[src/rtl/timer_cmd_arbiter.sv]
// Round-robin arbiter that serialises requester commands onto a single shared timer.
// Each timer command input gets a clean high pulse followed by an equal low gap.
module timer_cmd_arbiter #(
    parameter int NUM_REQ   = 4,
    parameter int CNT_W     = 32,
    parameter int PULSE_LEN = 2,
    parameter int CAP_WAIT  = 4
) (
    input  logic                     clk_i,
    input  logic                     rst_an_i,
    input  logic                     rst_i,
    input  logic [NUM_REQ-1:0]       req_valid_i,
    input  logic [2*NUM_REQ-1:0]     req_cmd_i,
    input  logic [NUM_REQ-1:0]       req_alarm_en_i,
    input  logic [CNT_W*NUM_REQ-1:0] req_alarm_i,
    output logic [NUM_REQ-1:0]       req_ready_o,
    output logic [NUM_REQ-1:0]       rsp_valid_o,
    output logic [CNT_W-1:0]         rsp_data_o,
    output logic                     start_o,
    output logic                     capture_o,
    output logic                     rst_capture_o,
    output logic                     alarm_en_o,
    output logic [CNT_W-1:0]         alarm_o,
    input  logic [CNT_W-1:0]         captured_i
);

    localparam int MAX_CNT = (PULSE_LEN > CAP_WAIT) ? PULSE_LEN : CAP_WAIT;
    localparam int CW      = $clog2(MAX_CNT + 1);
    localparam int OW      = (NUM_REQ > 1) ? $clog2(NUM_REQ) : 1;

    localparam logic [CW-1:0] PULSE_LAST = CW'(PULSE_LEN - 1);
    localparam logic [CW-1:0] CAP_LAST   = CW'(CAP_WAIT - 1);
    localparam logic [OW-1:0] LAST_IDX   = OW'(NUM_REQ - 1);

    typedef enum logic [2:0] {
        ST_IDLE,
        ST_PULSE,
        ST_GAP,
        ST_WAIT_CAP,
        ST_RESP
    } state_e;

    typedef enum logic [1:0] {
        CMD_START       = 2'b00,
        CMD_CAPTURE     = 2'b01,
        CMD_RST_CAPTURE = 2'b10,
        CMD_ALARM       = 2'b11
    } cmd_e;

    state_e              state_q, state_d;
    cmd_e                cmd_q, next_cmd, grant_cmd;
    logic [CW-1:0]       cnt_q;
    logic [OW-1:0]       ptr_q, owner_q, next_owner, grant_idx;
    logic                grant_found, accept;
    logic [CNT_W-1:0]    grant_alarm;
    logic                grant_alarm_en;
    logic                start_d, capture_d, rst_capture_d;
    logic [NUM_REQ-1:0]  rsp_valid_d;

    // Search from the pointer upwards with wrap-around; first valid requester wins.
    always_comb begin : arbitrate
        logic [31:0] idx_full;
        grant_found = 1'b0;
        grant_idx   = '0;
        idx_full    = '0;
        for (int i = 0; i < NUM_REQ; i++) begin
            idx_full = 32'(ptr_q) + 32'(i);
            if (idx_full >= 32'(NUM_REQ)) begin
                idx_full = idx_full - 32'(NUM_REQ);
            end
            if (!grant_found && req_valid_i[idx_full[OW-1:0]]) begin
                grant_found = 1'b1;
                grant_idx   = idx_full[OW-1:0];
            end
        end
    end

    always_comb begin : payload_mux
        grant_cmd      = CMD_START;
        grant_alarm    = '0;
        grant_alarm_en = 1'b0;
        for (int k = 0; k < NUM_REQ; k++) begin
            if (grant_idx == OW'(k)) begin
                grant_cmd      = cmd_e'(req_cmd_i[2*k +: 2]);
                grant_alarm    = req_alarm_i[CNT_W*k +: CNT_W];
                grant_alarm_en = req_alarm_en_i[k];
            end
        end
    end

    // Nothing may be accepted while either reset is active, so ready stays 0 then.
    assign accept = (state_q == ST_IDLE) && grant_found && rst_an_i && !rst_i;

    always_ff @(posedge clk_i or negedge rst_an_i) begin
        if (!rst_an_i) begin
            state_q <= ST_IDLE;
            cnt_q   <= '0;
        end else if (rst_i) begin
            state_q <= ST_IDLE;
            cnt_q   <= '0;
        end else begin
            state_q <= state_d;
            if (state_d != state_q) begin
                cnt_q <= '0;
            end else if (state_q inside {ST_PULSE, ST_GAP, ST_WAIT_CAP}) begin
                cnt_q <= cnt_q + CW'(1);
            end
        end
    end

    always_comb begin
        state_d = state_q;
        case (state_q)
            ST_IDLE:     if (accept) state_d = (grant_cmd == CMD_ALARM) ? ST_RESP : ST_PULSE;
            ST_PULSE:    if (cnt_q == PULSE_LAST) state_d = ST_GAP;
            ST_GAP:      if (cnt_q == PULSE_LAST)
                             state_d = (cmd_q == CMD_CAPTURE) ? ST_WAIT_CAP : ST_RESP;
            ST_WAIT_CAP: if (cnt_q == CAP_LAST) state_d = ST_RESP;
            ST_RESP:     state_d = ST_IDLE;
            default:     state_d = ST_IDLE;
        endcase
    end

    // Outputs are decoded from the next state and registered so the timer sees glitch-free levels.
    always_comb begin
        next_cmd      = accept ? grant_cmd : cmd_q;
        next_owner    = accept ? grant_idx : owner_q;
        req_ready_o   = accept ? (NUM_REQ'(1) << grant_idx) : '0;
        start_d       = (state_d == ST_PULSE) && (next_cmd == CMD_START);
        capture_d     = (state_d == ST_PULSE) && (next_cmd == CMD_CAPTURE);
        rst_capture_d = (state_d == ST_PULSE) && (next_cmd == CMD_RST_CAPTURE);
        rsp_valid_d   = (state_d == ST_RESP) ? (NUM_REQ'(1) << next_owner) : '0;
    end

    always_ff @(posedge clk_i or negedge rst_an_i) begin
        if (!rst_an_i) begin
            cmd_q         <= CMD_START;
            owner_q       <= '0;
            ptr_q         <= '0;
            start_o       <= 1'b0;
            capture_o     <= 1'b0;
            rst_capture_o <= 1'b0;
            rsp_valid_o   <= '0;
            rsp_data_o    <= '0;
            alarm_o       <= '0;
            alarm_en_o    <= 1'b0;
        end else if (rst_i) begin
            cmd_q         <= CMD_START;
            owner_q       <= '0;
            ptr_q         <= '0;
            start_o       <= 1'b0;
            capture_o     <= 1'b0;
            rst_capture_o <= 1'b0;
            rsp_valid_o   <= '0;
            rsp_data_o    <= '0;
            alarm_o       <= '0;
            alarm_en_o    <= 1'b0;
        end else begin
            if (accept) begin
                cmd_q   <= grant_cmd;
                owner_q <= grant_idx;
                ptr_q   <= (grant_idx == LAST_IDX) ? '0 : grant_idx + OW'(1);
            end
            if (accept && (grant_cmd == CMD_ALARM)) begin
                alarm_o    <= grant_alarm;
                alarm_en_o <= grant_alarm_en;
            end
            start_o       <= start_d;
            capture_o     <= capture_d;
            rst_capture_o <= rst_capture_d;
            rsp_valid_o   <= rsp_valid_d;
            if ((state_q == ST_WAIT_CAP) && (state_d == ST_RESP)) begin
                rsp_data_o <= captured_i;
            end else if (state_q == ST_RESP) begin
                rsp_data_o <= '0;
            end
        end
    end

endmodule

[config.mk]
export PLATFORM = sky130hd
export DESIGN_NAME = timer_cmd_arbiter
export DESIGN_NICKNAME = d
export VERILOG_FILES = /design/src/rtl/timer_cmd_arbiter.sv
export SDC_FILE = /design/constraint.sdc
export NUM_CORES = 1
export LEC_CHECK = 0
export CORE_AREA = 4 4 96 98
export CTS_CLUSTER_DIAMETER = 200
export DETAILED_ROUTE_END_ITERATION = 10
export DIE_AREA = 0 0 100 102
export DONT_BUFFER_PORTS = 1
export PLACE_DENSITY = 0.74
export SLEW_MARGIN = 10
export SYNTH_ARGS = -nofsm -noshare
export SYNTH_HDL_FRONTEND = slang
export SYNTH_SLANG_ARGS = --single-unit
[constraint.sdc]
create_clock -name clk_i -period 2.95 [get_ports clk_i]
set_input_delay 0.59 -clock clk_i [delete_from_list [all_inputs] [get_ports clk_i]]
set_output_delay 0.59 -clock clk_i [all_outputs]
set_load 0.03 [all_outputs]
==> results.md <==
- Synth Warn #: 0
- Gr usage total: 0.2671
- Setup WS post-layout: around 43 ps
- I/O pin count: 255
- CP Launch Type: flip-flop
- Largest stage delay, worst path: roughly 430 ps
- Number of buffer and inverter stages on the critical path: 3
- First-pass GRT wire length: about 22 mm
- H-tree depth: 3
- Cell family with most CP delay: simple AND/OR/NAND/NOR gates
- Post CTS Setup Buffer Count: 0
- Clock Tree Root: clkbuf_8
- Vias in the first global route: around 4300
- Count leader, synth: dfrtp_1
- CTS tree: built
- Status: finished clean
- DP Worst Slack: -0.5012 ps
- Worst skew pair latency: between 300 and 400 ps
- RSZ-0062 raised after global routing: yes
- Syn Inst Count: between 500 and 600
- Seq/Total Area, Yosys: 0.4275
- Gpl congestion: roughly 0.9
- EDFF count, synth: 0
- Clock Pin Slew Worst Setup and Hold Paths: approximately 100 ps
- Post-synthesis register bit count: 84
- Initial Util: 0.5808
- Layout Skew: approximately 17 ps
- Worst r2r src: ptr_q[0]
- Syn Std Cell Area: 4917 um2
- Initial antenna violation count: 0
- Post-placement cell area: 4979 um2
- Dpl cells: 620
- Syn_nets: approximately 740
- Final ANT Viol Nets: 0
- Post-synth ARST share: 1.000
- Count of cell types in the netlist: 47
- Largest area contributor in the netlist: dfrtp_1
- Vias: ~4300
- Critical path peak fanout: 34
- Leak: around 2.3 nW
- Register area: between 2000 and 2500 um2
- Routed len/inst: approximately 22 um
- Max Slew Vio Count: 0
- Number of DRC markers in iteration 0: about 240
- Remaining Overflow, GRT: 0
- Core area: between 8000 and 9000 um2
- Fin nets: between 700 and 800
- Synth top area share: 0.4275
- P per Cell Area: between 600 and 700 nW/um2
- Design area: 5235 um2
- Top_reg_cell synth: dfrtp_1
- Worst EP arrival: 2320 ps
- Multi-input logic area: between 2000 and 2500 um2
- Rows: 34
- VDD IR max: between 200 and 300 uV
- Post-layout util: 0.6184
- Worst R2R Setup Slack: approximately 230 ps
- Fmax achieved: 0.3440 GHz
- Post-route DRC: 0
- Detailed Place HPWL: a little over 10 mm
- Tmin final: about 2900 ps
- Num Clock Sinks: 84
- Tcrit/Tclk final: 0.9854
- Fraction of layout cells with a size suffix above 1: 0.1002
- Die W: 100 um
- Max-cap viol count: 0
- Clk buf depth: 2
- Final setup vio count: 0
- Final hold vios: 0
- CP Cell Sequence: nor3b_1 -> a211o_1 -> and2_1 -> inv_1 -> ha_1 -> buf_12 -> and2_1 -> buf_4
- N_diodes: 0
- Chip Height: between 100 and 150 um
- Via density per instance: between 6 and 7
- Reg-to-Reg End: alarm_o[22]
- Post-synth top cells: dfrtp_1 (84), a21oi_1 (74), a211oi_1 (40)
- Area growth from synthesis to layout: 6.463%
- # port buffers: 0
- Reg2Reg Depth: 10
- Final hold slack: approximately 150 ps
- Drt first pass iters: 5
- Synth top area cells: dfrtp_1 (43%), a21oi_1 (7.5%), a211oi_1 (6.1%)
- Syn Area/Cell: between 8 and 9 um2
- WL final: 14.17 mm
- Num CTS Buffers: 9
- FILL cells: 736
- Class of the worst hold path: in -> async
- Layout Cells excl Fill: 637
- Die area: around 10000 um2
- Most frequent cell on the critical path: and2_1
- Slew @ Worst Pin: between 600 and 700 ps
- Largest net degree at the start of global routing: 85
- Critical Path Source: ptr_q[0]
- Critical path class: reg -> out
- CP required: about 2400 ps
- CP max stage cell: dfrtp_1
- Crit. End Element: output pin
- Max-slew headroom: 0.5306
## metrics by stage
| stage | total power, mW | TNS [ps] |
|---|---|---|
| after floorplan | 2.348 | 0 |
| after global placement | 2.571 | 0 |
| after detailed placement | 2.609 | -0.5012 |
| after CTS | 3.496 | 0 |
| after global routing | 3.701 | -57.80 |
| final | 3.484 | 0 |
## per-layer routing
metal  vias up  GRT usage  share of wire
met2       183     0.4679           0.52
met4         0    0.07772          0.015
met5         -          0              0
met3        19    0.06621          0.084
met1      2072     0.3288           0.38
li1       1980          -              -
## state kept, by name (all words and copies together), names as in the netlist
signal and cells:
capture_o 1, cnt_q 3, alarm_en_o 1, alarm_o 32, rsp_data_o 32, rsp_valid_o 4, state_q 3, rst_capture_o 1
owner_q 2, start_o 1, ptr_q 2, cmd_q 2
## cells in the final DEF, fill, tap and decap left out, types with 3 or more instances in the layout
cell type | Yosys | routed
buf_4 | 9 | 13
nor3_1 | 7 | 5
nand2_1 | 39 | 39
a22oi_1 | 33 | 33
ha_1 | 7 | 4
dfrtp_1 | 84 | 84
nor2_1 | 13 | 13
ha_2 | 0 | 3
clkbuf_8 | 0 | 9
nor4b_1 | 3 | 3
nor3b_1 | 3 | 3
buf_12 | 0 | 4
a21oi_1 | 74 | 74
and2_1 | 7 | 5
nor2b_1 | 3 | 3
o21ai_0 | 35 | 35
a22o_1 | 32 | 32
inv_1 | 39 | 39
a211oi_1 | 40 | 39
a31oi_1 | 35 | 35
and2_2 | 1 | 3
nand3b_1 | 5 | 5
nand2b_1 | 6 | 6
nand3_1 | 3 | 3
## area by class of cell
class	count	area share
clock buffer	9	0.02366
clock inverter	7	0.01577
inverter	39	0.02796
tap	108	0.02581
sequential	84	0.4015
timing repair buffer	19	0.04135
multi-input combinational	371	0.4639
## repair_timing
item,in CTS,in global routing
gates cloned,0,0
endpoints found under the hold margin,84,0
hold buffers,1,0
gates resized for setup,3,3
setup endpoints to repair,2,3
## worst reg2reg max path: cells and delay by family (launching register included)
kind                       cells  cell delay (ps)
buffers and inverters          2              380
DFF                            1              430
and+or+nand+nor                3              510
adders and majority gates      1              270
AOI/OAI and AO/OA              4             1020
## cell families after synthesis
logic type | Yosys count | synth area share
and+or+nand+nor | 102 | 0.1150
muxes | 2 | 0.004071
DFF | 84 | 0.4275
buffers and inverters | 97 | 0.08906
adders and majority gates | 7 | 0.01781
AOI/OAI and AO/OA | 259 | 0.3448
xor gates and xnor gates | 1 | 0.001781
## power by group
group          leakage [nW]  switching [mW]  internal (mW)
Sequential             1.16           0.236           1.24
Clock                 0.104           0.437          0.406
Combinational          1.00           0.717          0.448
Total                  2.27            1.39           2.09
## worst max-delay path by stage
stage / depth (start not counted) / slack [ps] / end
floorplan: 8 / 20 / req_ready_o[3]
global placement: 8 / 170 / req_ready_o[0]
detailed placement: 9 / -0.5 / alarm_o[10]
CTS: 8 / 20 / req_ready_o[0]
global route: 8 / -50 / req_ready_o[0]
finish: 8 / 40 / req_ready_o[0]
Note: power is estimated with default switching activity, not from simulation.
